$ cat src/rtl/sram_port_arbiter.sv
// sram_port_arbiter
// Shares one single-port synchronous SRAM (active-low CEN/WEN) between the
// serial control loader (CTRL) and the serial CPU. Each access walks a fixed
// IDLE -> ISSUE -> WAIT -> RESP sequence, so throughput is one access per
// four cycles. The CPU has priority, but after MAX_WAIT consecutive CPU grants
// with CTRL pending, CTRL is forced through. CTRL_LOCK shuts the CPU out.
//
// Ports:
//   CLK, RST                 clock (rising edge), synchronous active-high reset
//   CTRL_LOCK                serve only CTRL while high (sampled in IDLE)
//   CTRL_REQ/WE/ADDR/WDATA   CTRL request; fields sampled at the grant edge
//   CTRL_GNT/ACK/RDATA       CTRL owns SRAM / completion pulse / read data
//   CPU_*                    same set for the CPU side
//   SRAM_CEN/WEN/A/D         registered SRAM macro controls
//   SRAM_Q                   SRAM read data, valid the cycle after sampling
//   BUSY                     sequencer not in IDLE
//
// Optional feature (macro SRAM_ARB_STATS_EN): adds saturating 16-bit grant
// counters CTRL_GNT_CNT and CPU_GNT_CNT, cleared by RST.

module sram_port_arbiter #(
    parameter int ADDR_WIDTH = 9,
    parameter int DATA_WIDTH = 8,
    parameter int MAX_WAIT   = 4
) (
    input  logic                  CLK,
    input  logic                  RST,
    input  logic                  CTRL_LOCK,
    input  logic                  CTRL_REQ,
    input  logic                  CTRL_WE,
    input  logic [ADDR_WIDTH-1:0] CTRL_ADDR,
    input  logic [DATA_WIDTH-1:0] CTRL_WDATA,
    output logic                  CTRL_GNT,
    output logic                  CTRL_ACK,
    output logic [DATA_WIDTH-1:0] CTRL_RDATA,
    input  logic                  CPU_REQ,
    input  logic                  CPU_WE,
    input  logic [ADDR_WIDTH-1:0] CPU_ADDR,
    input  logic [DATA_WIDTH-1:0] CPU_WDATA,
    output logic                  CPU_GNT,
    output logic                  CPU_ACK,
    output logic [DATA_WIDTH-1:0] CPU_RDATA,
    output logic                  SRAM_CEN,
    output logic                  SRAM_WEN,
    output logic [ADDR_WIDTH-1:0] SRAM_A,
    output logic [DATA_WIDTH-1:0] SRAM_D,
    input  logic [DATA_WIDTH-1:0] SRAM_Q,
    output logic                  BUSY
`ifdef SRAM_ARB_STATS_EN
    ,
    output logic [15:0]           CTRL_GNT_CNT,
    output logic [15:0]           CPU_GNT_CNT
`endif
);

    typedef enum logic [1:0] {
        ST_IDLE  = 2'd0,
        ST_ISSUE = 2'd1,
        ST_WAIT  = 2'd2,
        ST_RESP  = 2'd3
    } state_t;

    localparam logic [3:0] MAX_WAIT_L = 4'(MAX_WAIT);

    state_t                state_q, state_d;
    logic [3:0]            wait_q, wait_d;
    logic                  owner_ctrl_q;   // 1 = CTRL owns the current access
    logic                  we_q;
    logic                  cen_q, wen_q;
    logic [ADDR_WIDTH-1:0] addr_q;
    logic [DATA_WIDTH-1:0] wdata_q;
    logic [DATA_WIDTH-1:0] ctrl_rdata_q, cpu_rdata_q;
    logic                  gnt_ctrl_d, gnt_cpu_d;

    always_comb begin
        gnt_ctrl_d = 1'b0;
        gnt_cpu_d  = 1'b0;
        wait_d     = wait_q;
        state_d    = state_q;
        case (state_q)
            ST_IDLE: begin
                if (CTRL_LOCK) begin
                    gnt_ctrl_d = CTRL_REQ;
                end else if (CTRL_REQ && CPU_REQ) begin
                    // Starvation guard: CTRL wins once the CPU has had its quota.
                    if (wait_q >= MAX_WAIT_L) gnt_ctrl_d = 1'b1;
                    else                      gnt_cpu_d  = 1'b1;
                end else begin
                    gnt_ctrl_d = CTRL_REQ;
                    gnt_cpu_d  = CPU_REQ;
                end
                if (!CTRL_REQ || gnt_ctrl_d) wait_d = 4'd0;
                else if (gnt_cpu_d)          wait_d = wait_q + 4'd1;
                if (gnt_ctrl_d || gnt_cpu_d) state_d = ST_ISSUE;
            end
            ST_ISSUE: state_d = ST_WAIT;
            ST_WAIT:  state_d = ST_RESP;
            default:  state_d = ST_IDLE;
        endcase
    end

    always_ff @(posedge CLK) begin
        if (RST) begin
            state_q      <= ST_IDLE;
            wait_q       <= 4'd0;
            owner_ctrl_q <= 1'b0;
            we_q         <= 1'b0;
            cen_q        <= 1'b1;
            wen_q        <= 1'b1;
            addr_q       <= '0;
            wdata_q      <= '0;
            ctrl_rdata_q <= '0;
            cpu_rdata_q  <= '0;
        end else begin
            state_q <= state_d;
            wait_q  <= wait_d;
            if (gnt_ctrl_d || gnt_cpu_d) begin
                owner_ctrl_q <= gnt_ctrl_d;
                we_q         <= gnt_ctrl_d ? CTRL_WE    : CPU_WE;
                addr_q       <= gnt_ctrl_d ? CTRL_ADDR  : CPU_ADDR;
                wdata_q      <= gnt_ctrl_d ? CTRL_WDATA : CPU_WDATA;
                cen_q        <= 1'b0;
                wen_q        <= gnt_ctrl_d ? ~CTRL_WE   : ~CPU_WE;
            end
            if (state_q == ST_ISSUE) begin
                cen_q <= 1'b1;
                wen_q <= 1'b1;
            end
            // SRAM_Q is valid during WAIT for the read sampled at the end of ISSUE.
            if (state_q == ST_WAIT && !we_q) begin
                if (owner_ctrl_q) ctrl_rdata_q <= SRAM_Q;
                else              cpu_rdata_q  <= SRAM_Q;
            end
        end
    end

    assign CTRL_GNT   = (state_q != ST_IDLE) &&  owner_ctrl_q;
    assign CPU_GNT    = (state_q != ST_IDLE) && !owner_ctrl_q;
    assign CTRL_ACK   = (state_q == ST_RESP) &&  owner_ctrl_q;
    assign CPU_ACK    = (state_q == ST_RESP) && !owner_ctrl_q;
    assign CTRL_RDATA = ctrl_rdata_q;
    assign CPU_RDATA  = cpu_rdata_q;
    assign SRAM_CEN   = cen_q;
    assign SRAM_WEN   = wen_q;
    assign SRAM_A     = addr_q;
    assign SRAM_D     = wdata_q;
    assign BUSY       = (state_q != ST_IDLE);

`ifdef SRAM_ARB_STATS_EN
    logic [15:0] ctrl_cnt_q, cpu_cnt_q;

    always_ff @(posedge CLK) begin
        if (RST) begin
            ctrl_cnt_q <= '0;
            cpu_cnt_q  <= '0;
        end else begin
            if (gnt_ctrl_d && ctrl_cnt_q != 16'hFFFF) ctrl_cnt_q <= ctrl_cnt_q + 16'd1;
            if (gnt_cpu_d  && cpu_cnt_q  != 16'hFFFF) cpu_cnt_q  <= cpu_cnt_q + 16'd1;
        end
    end

    assign CTRL_GNT_CNT = ctrl_cnt_q;
    assign CPU_GNT_CNT  = cpu_cnt_q;
`endif

endmodule

$ cat config.mk
export PLATFORM = sky130hd
export DESIGN_NAME = sram_port_arbiter
export DESIGN_NICKNAME = d
export VERILOG_FILES = /design/src/rtl/sram_port_arbiter.sv
export SDC_FILE = /design/constraint.sdc
export NUM_CORES = 1
export LEC_CHECK = 0
export ABC_CLOCK_PERIOD_IN_PS = 3200
export BUFFER_PORTS_ARGS = -buffer_cell sky130_fd_sc_hd__buf_2
export CAP_MARGIN = 20
export CORE_MARGIN = 2
export CORE_UTILIZATION = 49
export DETAILED_ROUTE_END_ITERATION = 16
export PLACE_DENSITY = 0.82
export SETUP_SLACK_MARGIN = 0.02
export SYNTH_ARGS = -nofsm -noshare
export SYNTH_HDL_FRONTEND = slang
export SYNTH_SLANG_ARGS = --single-unit
$ cat constraint.sdc
create_clock -name CLK -period 3.2 [get_ports CLK]
set_input_delay 0.48 -clock CLK [delete_from_list [all_inputs] [get_ports CLK]]
set_output_delay 0.48 -clock CLK [all_outputs]
set_load 0.02 [all_outputs]
==> Yosys cells after proc, flatten, opt, wreduce, memory -nomap -nowiden <==
Index checks and enable logic that the tools add are counted.
{ "totals": {"ff_bits": 43, "in_bits": 49, "word_cells": 56} }
{ "op_classes": {"add_sub_neg": 1, "order_cmp": 1, "n_eq_ne": 4, "muxes": 18, "bitwise_logic": 3, "reduce_logical": 19} }
{ "ops": {"columns": ["cell", "count"], "rows": [
  ["$mux 1", 12],
  ["$mux 9", 1],
  ["$mux 4", 2],
  ["$mux 8", 1],
  ["$logic_and 1x1->1", 6],
  ["$pmux 2 s3", 1],
  ["$reduce_and 2->1", 3],
  ["$add 4x1->4 const B", 1],
  ["$eq 2x2->1 const B", 2],
  ["$ge 4x3->1 const B", 1],
  ["$reduce_bool 2->1", 2],
  ["$logic_not 1->1", 3],
  ["$logic_or 1x1->1", 3],
  ["$not 1->1", 3],
  ["$eq 2x1->1 const B", 1],
  ["$logic_not 2->1", 1],
  ["$mux 2", 1],
  ["$ne 2x2->1 const B", 1],
  ["$reduce_or 2->1", 1]
]} }

==> Logic depth before layout (Yosys ltp) <==
Gate-level depths: netlist (run 1).
{ "logic_depth": {"word_depth": 8, "depth_mapped": 9, "depth_no_buf": 6} }

==> Worst setup path after synthesis (run 1) <==
Ideal clock, no wire load.
{ "synth_timing": {"path_type": "input port to flip-flop", "start": "input CTRL_LOCK", "end": "register addr_q[1], in the netlist SRAM_A[1]", "arrival_time_ps": 1563, "required_ps": 3066, "path_slack_ps": 1503, "path_stages": 6, "path_buffers": 2, "path_cell_list": "or4b_4 > nor2b_4 > buf_6 > buf_6 > a21oi_1 > a211oi_1"} }
{ "synth_between": {"elab_chain_cells": 4, "word_cells_on_any_way": 8} }
{ "synth_rtl": {"columns": ["element", "line_no", "source"], "rows": [
  ["start: declaration", "28", "input logic CTRL_LOCK,"],
  ["$mux 1", "82", "if (CTRL_LOCK) begin"],
  ["$mux 1 (2 in series)", "80", "case (state_q)"],
  ["$mux 9 / $logic_or 1x1->1 (equally long branches)", "120, 117", null],
  ["end signal: assignment", "120", "addr_q <= gnt_ctrl_d ? CTRL_ADDR : CPU_ADDR;"],
  ["end: declaration", "70", "logic [ADDR_WIDTH-1:0] addr_q;"]
]} }
Several ways; a longest one is shown, not always the timed one. The select of a mux whose other input is x is not followed.
A chain may end at the register's enable or synchronous reset.

==> Final worst setup path (run 1) <==
{ "layout_timing": {"start": "register state_q[0]", "end": "output BUSY"} }
{ "layout_between": {"elab_chain_cells": 1} }
{ "layout_rtl": {"columns": ["element", "line_no", "source"], "rows": [
  ["start: declaration", "65", "state_t state_q, state_d;"],
  ["start signal: assignment", "115", "state_q <= state_d;"],
  ["$reduce_bool 2->1", "147", "assign BUSY = (state_q != ST_IDLE);"],
  ["end: declaration", "48", "output logic BUSY"]
]} }
No other way between the ends.

==> flow_metrics.tcl, run 1 <==
set metrics [dict create \
    status "finished clean" \
    rsz0062_at_grt "no" \
    setup_tns_ns 0 \
    yosys.area_share.simple 0.182 \
    rows 22 \
    cp_slowest_stage_delay_ns 0.37 \
    grt_pass1_wl_mm 6.75 \
    synth_compound_gate_area_share 0.162 \
    grt_usage 0.205 \
    critPathKind "reg -> out" \
    hp-start "CPU_ADDR[4]" \
    comb_power_share 0.435 \
    wl_mm 4.05 \
    r2r_slack_ns 1.35 \
    antenna_cells 0 \
    period_share 0.594 \
    setup_viol 0 \
    r2r_end "SRAM_D[2]" \
    die_h_um 64.7 \
    leakagePower_nw 1.19 \
    synth_edf_count 0 \
    vias 1676 \
    critPathMostFrequentCell "inv_1" \
    dieArea_um2 4180 \
    clockBufferDepth 2 \
    clk_latency_ns 0.29 \
    areaGrowthSynthToFinish_pct 29.0 \
    whs_path_depth 3 \
    place_congestion 0.736 \
    switching_share 0.406 \
    cts_buffers 5 \
    fin_cells 331 \
    rr_worst_depth 6 \
    numPortBuffers 88 \
    numClockSinks 43 \
    synth_top_family_by_area "simple AND/OR/NAND/NOR gates" \
    nNetsFinal 337 \
    hold-path-endpoint "SRAM_A[4]" \
    end_kind "output port" \
    grt_pass1_vias 1591 \
    path_cells "inv_1, ha_1, inv_1, buf_2" \
    start_util 0.500 \
    tightest_slew_ns 0.839 \
    synthTopCellsByArea "dfxtp_1 (48%), mux2i_1 (9.4%), nor2_1 (8.7%), a211oi_1 (7.5%), a21oi_1 (5.3%)" \
    synth_top_area_share 0.477 \
    synth_area_um2 1800 \
    dp_cells 324 \
    final_hold_viol_count 0 \
    grt_max_degree 44 \
    yosys.cell_types.count 26 \
    postCtsHoldBufs 0 \
    hold_class "in -> reg" \
    ys_warn_count 0 \
    routedWlPerCell_um 12.2 \
    clock-root-buffer "clkbuf_8" \
    worst_slack_ns 1.30 \
    multi_input_area_um2 858 \
    seqCellArea_um2 861 \
    syn_avg_cell_area_um2 8.93 \
    p_clk_frac 0.180 \
    maxCapViolations 0 \
    synth_nets 256 \
    h-tree-depth 2 \
    dpl_cell_area_um2 2240 \
    synth_most_common_cell "dfxtp_1" \
    drv_slew 0 \
    synth_ff_type "dfxtp_1" \
    antenna_found_initial 0 \
    drtPass1Iterations 4 \
    p_int_mw 1.13 \
    cp-start-kind "register" \
    cts_setup_buffers 0 \
    async_flop_share 0 \
    cts_resized 0 \
    switchingPower_mw 0.771 \
    grt_overflow 0 \
    path_max_fanout 9 \
    synth_xor_area_frac 0 \
    min_period_ns 1.90 \
    cts_tree "built" \
    crit_path_top_delay_cell "dfxtp_1" \
    maxSlewHeadroom 0.438 \
    power_density_nw_per_um2 817 \
    max_freq_mhz 526 \
    final_cell_area_um2 2330 \
    yosysTopAreaCell "dfxtp_1" \
    ir_worst_vdd_v 0.000424 \
    syn_inst 202 \
    path_clk_slew_ns 0.08 \
    arrival_ns 1.42 \
    core_um2 3610 \
    ios 89 \
    r2r-start "state_q[0]" \
    pwr-share-seq 0.384 \
    synth-adder-area-share 0.0347 \
    layout-drive-gt1-share 0.357 \
    ant_nets 0 \
    clock_skew_ns 0.00750 \
    synth-seq-cells 43 \
    crit_family "buffers and inverters" \
    drt_iter0_markers 57 \
    fill_cells 338 \
    place_ws_ns 1.34 \
    drc 0 \
    dp_hpwl_mm 2.94 \
    die-width_um 64.7 \
    synth.area.mux_share 0.0944 \
    cp.required_ns 2.72 \
    path_buf_inv 3 \
    synthTopCellsByCount "dfxtp_1 (43), nor2_1 (42), nand2_1 (20)" \
    vias_per_cell 5.06 \
    synth-seq-area-share 0.477 \
]
## flip-flops by register name (all words and copies together) (netlist names)
| signal | count |
|---|---|
| wait_q | 4 |
| we_q | 1 |
| CPU_RDATA | 8 |
| state_q | 2 |
| SRAM_D | 8 |
| SRAM_CEN | 1 |
| SRAM_WEN | 1 |
| SRAM_A | 9 |
| CTRL_RDATA | 8 |
| owner_ctrl_q | 1 |
## logic make-up (layout without fill, tap and decap cells)
group / after synthesis / after routing
buf+inv: 18 / 99
fa+ha+maj: 5 / 5
compound gates: 45 / 45
simple gates: 74 / 74
mux: 17 / 17
flops: 43 / 43
## layout by cell type (no fill, tap or decap)
cell      netlist  routed
buf_2           2      88
dfxtp_1        43      43
nor2_1         42      42
nand2_1        20      20
a21oi_1        19      19
a211oi_1       18      18
mux2i_1        17      17
clkbuf_8        0       6
ha_1            5       5
inv_1           3       3
nor2b_1         3       3
nor3_1          2       2
a22oi_1         2       2
a211o_1         2       2
and2_1          1       1
nor3b_2         0       1
or4b_4          1       1
nand3_2         1       1
nor2b_4         1       1
o21ai_1         0       1
o21a_1          1       1
nor3b_1         2       1
a311oi_1        1       1
a31o_2          1       1
nand3b_1        1       1
clkinv_2        0       1
buf_4           1       1
## worst min-delay path, stage by stage
cell      delay (ns)
buf_2           0.10
nand2_1         0.05
a211oi_1        0.05
## routing by layer
layer  global-route usage  routed length (µm)
met5                    0                   0
met4               0.0638                  43
met3               0.0486                 273
met2                0.385                2060
met1                0.227                1670
## stage by stage
stage | hold slack [ns] | util | total power [mW]
global route | 0.423 | 0.645 | 2.03
floorplan | 0.458 | - | 1.35
detailed placement | 0.466 | 0.621 | 1.57
CTS | 0.422 | 0.645 | 1.91
finish | 0.428 | 0.645 | 1.90
global placement | 0.440 | 0.621 | 1.56
## worst max-delay path by stage
stage,startpoint,endpoint,cells after the start
after floorplan,CTRL_LOCK,SRAM_A[1],6
final,state_q[0],BUSY,4
after global placement,CTRL_LOCK,SRAM_WEN,5
after global routing,state_q[0],BUSY,4
after detailed placement,CTRL_LOCK,SRAM_WEN,5
after CTS,state_q[0],BUSY,4
## power groups by stage
stage | sequential, mW | clock (mW) | combinational [mW]
after floorplan | 0.860 | 0 | 0.486
after global placement | 0.737 | 0 | 0.820
after detailed placement | 0.740 | 0 | 0.833
after CTS | 0.730 | 0.348 | 0.834
after global routing | 0.746 | 0.370 | 0.916
final | 0.730 | 0.342 | 0.827
## final cells by class
cell class / count / share of cell area
inverter: 3 / 0.00484
clock buffer: 6 / 0.0355
tap: 48 / 0.0258
sequential: 43 / 0.370
timing repair buffer: 89 / 0.193
multi-input combinational: 141 / 0.369
clock inverter: 1 / 0.00215
Note: power is estimated with default switching activity, not from simulation.
==> run 2: changes to the inputs <==
--- a/config.mk
+++ b/config.mk
@@ -5,13 +5,13 @@
 export SDC_FILE = /design/constraint.sdc
 export NUM_CORES = 1
 export LEC_CHECK = 0
-export ABC_CLOCK_PERIOD_IN_PS = 3200
+export ABC_CLOCK_PERIOD_IN_PS = 1900
 export BUFFER_PORTS_ARGS = -buffer_cell sky130_fd_sc_hd__buf_2
 export CAP_MARGIN = 20
 export CORE_MARGIN = 2
-export CORE_UTILIZATION = 49
+export CORE_UTILIZATION = 45
 export DETAILED_ROUTE_END_ITERATION = 16
-export PLACE_DENSITY = 0.82
+export PLACE_DENSITY = 0.76
 export SETUP_SLACK_MARGIN = 0.02
 export SYNTH_ARGS = -nofsm -noshare
 export SYNTH_HDL_FRONTEND = slang
==> constraint.sdc (replaced) <==
create_clock -name CLK -period 1.9 [get_ports CLK]
set_input_delay 0.285 -clock CLK [delete_from_list [all_inputs] [get_ports CLK]]
set_output_delay 0.285 -clock CLK [all_outputs]
set_load 0.02 [all_outputs]
==> flow_metrics.tcl, run 2 (same netlist as run 1, synthesis figures left out) <==
set metrics [dict create \
    dieArea_um2 4530 \
    cp.required_ns 1.62 \
    drc 0 \
    final_hold_viol_count 0 \
    die_h_um 67.3 \
    period_share 0.917 \
    ios 89 \
    setup_tns_ns 0 \
    clockBufferDepth 2 \
    postCtsHoldBufs 0 \
    maxSlewHeadroom 0.637 \
    cts_setup_buffers 0 \
    rsz0062_at_grt "no" \
    vias_per_cell 4.92 \
    place_ws_ns 0.210 \
    start_util 0.461 \
    largest_reg_flops 9 \
    routedWlPerCell_um 12.2 \
    grt_overflow 0 \
    arrival_ns 1.46 \
    hold-path-endpoint "SRAM_A[8]" \
    hold_class "in -> reg" \
    cts_tree "built" \
    die-width_um 67.3 \
    multi_input_area_um2 858 \
    drv_slew 0 \
    cts_resized 0 \
    layout-drive-gt1-share 0.369 \
    layout_commonest_cell "buf_2" \
    crit_path_top_delay_cell "dfxtp_1" \
    path_cells "inv_1, ha_1, buf_4, nor2b_1, buf_2" \
    dp_cells 332 \
    clk_latency_ns 0.29 \
    drt_iter0_markers 62 \
    r2r_slack_ns 0.24 \
    min_period_ns 1.74 \
    core_um2 3910 \
    drtPass1Iterations 2 \
    maxCapViolations 0 \
    rows 23 \
    path_clk_slew_ns 0.08 \
    path_max_fanout 5 \
    antenna_found_initial 0 \
    r2r_end "SRAM_D[6]" \
    numClockSinks 43 \
    fin_cells 340 \
    clock-root-buffer "clkbuf_8" \
    grt_max_degree 29 \
    vias 1673 \
    cp-start-kind "register" \
    worst_slack_ns 0.158 \
    status "finished clean" \
    seqCellArea_um2 861 \
    place_congestion 0.724 \
    cts_buffers 5 \
    tightest_slew_ns 0.542 \
    h-tree-depth 2 \
    setup_viol 0 \
    hp-start "CPU_ADDR[8]" \
    max_freq_mhz 574 \
    grt_pass1_vias 1564 \
    grt_pass1_wl_mm 6.73 \
    power_density_nw_per_um2 1370 \
    antenna_cells 0 \
    ir_worst_vdd_v 0.00107 \
    ant_nets 0 \
    clock_skew_ns 0.00776 \
    cp_slowest_stage_delay_ns 0.39 \
    power_mw 3.26 \
    areaGrowthSynthToFinish_pct 32.2 \
    wl_mm 4.15 \
    r2r-start "state_q[0]" \
    nNetsFinal 343 \
    critPathKind "reg -> out" \
    fill_cells 389 \
    grt_usage 0.194 \
    final_cell_mix "buf_2 (88), dfxtp_1 (43), nor2_1 (42), nand2_1 (20), a21oi_1 (19)" \
    rr_worst_depth 7 \
    leakagePower_nw 1.22 \
    whs_path_depth 3 \
    numPortBuffers 88 \
    end_kind "output port" \
    dp_hpwl_mm 3.06 \
]
## run 2: cell types whose count changed in the layout (fill, tap and decap cells not counted), sizes merged
cell and change:
buf +6, clkinvlp +1
## run 2: power by group
| part | leakage, nW | total, mW | switching, mW | internal [mW] |
|---|---|---|---|---|
| clock network | 0.0412 | 0.559 | 0.302 | 0.257 |
| logic | 0.826 | 1.48 | 0.899 | 0.577 |
| registers | 0.352 | 1.23 | 0.119 | 1.11 |
## run 2: routing by layer
metal / global-route usage / part of all wire / vias up
met5: 0 / 0 / -
met4: 0.0536 / 0.010 / 0
met3: 0.0683 / 0.075 / 6
met2: 0.332 / 0.48 / 58
met1: 0.229 / 0.43 / 747
li1: - / - / 862
## run 2: layout make-up
cell class | count | share of cell area
Clock buffer | 6 | 0.0304
Clock inverter | 2 | 0.00525
Inverter | 3 | 0.00472
Multi-Input combinational cell | 141 | 0.360
Sequential cell | 43 | 0.361
Tap cell | 50 | 0.0262
Timing Repair Buffer | 95 | 0.212
## run 2: worst max-delay path by stage
stage,start,end,slack [ns],depth (start not counted)
2_1_floorplan,state_q[0],SRAM_WEN,0.30,7
3_3_place_gp,CTRL_LOCK,SRAM_WEN,0.24,5
3_5_place_dp,CTRL_LOCK,we_q,0.21,5
4_1_cts,state_q[0],CTRL_GNT,0.14,5
5_1_grt,state_q[0],CTRL_GNT,0.03,5
6_report,state_q[1],CTRL_GNT,0.16,5
## run 2: stage by stage
step	utilization	hold slack (ns)	cell area, µm²
6_report	0.609	0.228	2380
5_1_grt	0.609	0.227	2380
4_1_cts	0.609	0.229	2380
3_5_place_dp	0.587	0.450	2300
3_3_place_gp	0.587	0.441	2300
2_1_floorplan	-	0.426	1800
## run 2: worst max-delay path, delay by kind of cell (launching register included)
| family | cells | cell delay (ns) |
|---|---|---|
| fa+ha+maj | 1 | 0.25 |
| buf+inv | 3 | 0.43 |
| flops | 1 | 0.39 |
| simple gates | 1 | 0.10 |
==> run 3: changes to the inputs <==
--- a/config.mk
+++ b/config.mk
@@ -5,11 +5,12 @@
 export SDC_FILE = /design/constraint.sdc
 export NUM_CORES = 1
 export LEC_CHECK = 0
+export ABC_AREA = 1
 export ABC_CLOCK_PERIOD_IN_PS = 1900
 export BUFFER_PORTS_ARGS = -buffer_cell sky130_fd_sc_hd__buf_2
 export CAP_MARGIN = 20
 export CORE_MARGIN = 2
-export CORE_UTILIZATION = 45
+export CORE_UTILIZATION = 47
 export DETAILED_ROUTE_END_ITERATION = 16
 export PLACE_DENSITY = 0.76
 export SETUP_SLACK_MARGIN = 0.02
==> flow_metrics.tcl, run 3 <==
set metrics [dict create \
    path_cells "inv_1, ha_1, buf_4, nor2_1, buf_2" \
    grt_usage 0.191 \
    h-tree-depth 2 \
    crit_path_top_delay_cell "dfxtp_1" \
    cp-start-kind "register" \
    synthTopCellsByArea "dfxtp_1 (41%), inv_1 (11%), a21oi_1 (8.8%), nand2_1 (8.2%), nand3_1 (6.7%)" \
    core_um2 4320 \
    vias 2056 \
    die-width_um 70.8 \
    leakagePower_nw 1.43 \
    final_cell_mix "buf_2 (88), inv_1 (61), nand2_1 (46), dfxtp_1 (43), a21oi_1 (37)" \
    ant_nets 0 \
    async_flop_share 0 \
    r2r_end "SRAM_D[3]" \
    synth-adder-area-share 0.0299 \
    syn_avg_cell_area_um2 7.23 \
    setup_viol 0 \
    path_max_fanout 10 \
    crit_family "buffers and inverters" \
    synth_compound_gate_area_share 0.143 \
    tightest_slew_ns 0.487 \
    synth_area_um2 2100 \
    whs_path_depth 5 \
    synth.area.mux_share 0 \
    ys_warn_count 0 \
    drc 0 \
    dpl_cell_area_um2 2530 \
    grt_overflow 0 \
    status "finished clean" \
    period_share 0.900 \
    start_util 0.485 \
    maxSlewHeadroom 0.674 \
    final_cell_area_um2 2680 \
    hold-path-endpoint "SRAM_A[2]" \
    clk_latency_ns 0.30 \
    numPortBuffers 88 \
    syn_inst 290 \
    hold_class "in -> reg" \
    r2r-start "state_q[0]" \
    routedWlPerCell_um 10.9 \
    drtPass1Iterations 5 \
    switching_share 0.424 \
    synth_edf_count 0 \
    rsz0062_at_grt "no" \
    grt_pass1_wl_mm 7.73 \
    cts_tree "built" \
    hold_ws_ns 0.268 \
    critPathKind "reg -> out" \
    multi_input_area_um2 891 \
    end_kind "output port" \
    cts_buffers 5 \
    final_hold_viol_count 0 \
    fill_cells 420 \
    switchingPower_mw 1.63 \
    setup_tns_ns 0 \
    synth_ff_type "dfxtp_1" \
    power_density_nw_per_um2 1430 \
    clock-root-buffer "clkbuf_8" \
    cp_slowest_stage_delay_ns 0.39 \
    die_h_um 70.8 \
    rows 24 \
    antenna_cells 0 \
    cp.required_ns 1.62 \
    drt_iter0_markers 84 \
    postCtsHoldBufs 0 \
    max_freq_mhz 585 \
    dp_hpwl_mm 3.43 \
    dieArea_um2 5010 \
    layout_commonest_cell "buf_2" \
    clockBufferDepth 2 \
    rr_worst_depth 9 \
    p_int_mw 2.21 \
    nNetsFinal 433 \
    numClockSinks 43 \
    antenna_found_initial 0 \
    pwr-share-seq 0.344 \
    yosys.cell_types.count 25 \
    synthTopCellsByCount "inv_1 (62), nand2_1 (46), dfxtp_1 (43)" \
    vias_per_cell 4.76 \
    synth_xor_area_frac 0.00418 \
    synth_most_common_cell "inv_1" \
    hp-start "CPU_ADDR[2]" \
    layout-drive-gt1-share 0.326 \
    synth-seq-area-share 0.411 \
    maxCapViolations 0 \
    drv_slew 0 \
    areaGrowthSynthToFinish_pct 27.8 \
    largest_reg_flops 9 \
    p_clk_frac 0.186 \
    grt_pass1_vias 1811 \
    ir_worst_vdd_v 0.000886 \
    ios 89 \
    path_buf_inv 3 \
    grt_max_degree 24 \
    synth-seq-cells 43 \
    synth_nets 344 \
    path_clk_slew_ns 0.09 \
    yosysTopAreaCell "dfxtp_1" \
    clock_skew_ns 0.00565 \
    seqCellArea_um2 861 \
    arrival_ns 1.43 \
    r2r_slack_ns 0.29 \
    comb_power_share 0.471 \
    place_congestion 0.766 \
    synth_top_area_share 0.411 \
    synth_top_family_by_area "simple AND/OR/NAND/NOR gates" \
    yosys.area_share.simple 0.245 \
    wl_mm 4.69 \
    min_period_ns 1.71 \
]
run 3: stage by stage:
stage	instances	setup WS, ns	util	power [mW]
final	432	0.190	0.619	3.84
after global routing	432	0.103	0.619	4.15
after CTS	428	0.137	0.610	3.81
after detailed placement	420	0.134	0.584	3.09
after global placement	420	0.262	0.584	3.04
after floorplan	290	0.545	-	2.63
run 3: power groups by stage:
stage	Sequential [mW]	Clock (mW)	Combinational, mW
2_1_floorplan	1.61	0	1.03
3_3_place_gp	1.33	0	1.71
3_5_place_dp	1.34	0	1.75
4_1_cts	1.32	0.731	1.76
5_1_grt	1.35	0.767	2.03
6_report	1.32	0.713	1.81
run 3: kinds of logic after synthesis:
kind of cell             Yosys count
adder cells (fa/ha/maj)            5
XOR/XNOR                           1
AO/OA/AOI/OAI                     59
flip-flops                        43
AND/OR/NAND/NOR                  103
buffers and inverters             79
run 3: final cells by class:
| cell class | instances | share of cell area |
|---|---|---|
| timing repair buffer | 96 | 0.187 |
| multi-input combinational | 168 | 0.333 |
| tap | 52 | 0.0243 |
| sequential | 43 | 0.321 |
| clock inverter | 3 | 0.0164 |
| inverter | 65 | 0.0925 |
| clock buffer | 5 | 0.0257 |
run 3: what timing repair did:
item,4_1_cts,5_1_grt
endpoints found under the setup margin,0,17
buffers inserted,0,4
gates resized for setup,0,2
run 3: metal layers:
layer / routed length [µm] / vias up / GRT usage
li1: - / 1075 / -
met1: 2120 / 894 / 0.227
met2: 2140 / 81 / 0.325
met3: 391 / 6 / 0.0698
met4: 42 / 0 / 0.0503
met5: 0 / - / 0
run 3: how the worst max path moves through the flow:
stage | startpoint | endpoint | slack, ns | cells after the start
3_5_place_dp | state_q[0] | SRAM_A[3] | 0.13 | 9
6_report | state_q[0] | CTRL_GNT | 0.19 | 5
2_1_floorplan | state_q[0] | CTRL_GNT | 0.54 | 4
4_1_cts | state_q[0] | SRAM_A[3] | 0.14 | 9
5_1_grt | state_q[0] | CTRL_GNT | 0.10 | 5
3_3_place_gp | state_q[0] | SRAM_A[4] | 0.26 | 9
run 3: tightest hold or removal path, delay by kind of cell:
kind | cells | cell delay [ns]
buffers and inverters | 2 | 0.11
AND/OR/NAND/NOR | 3 | 0.14
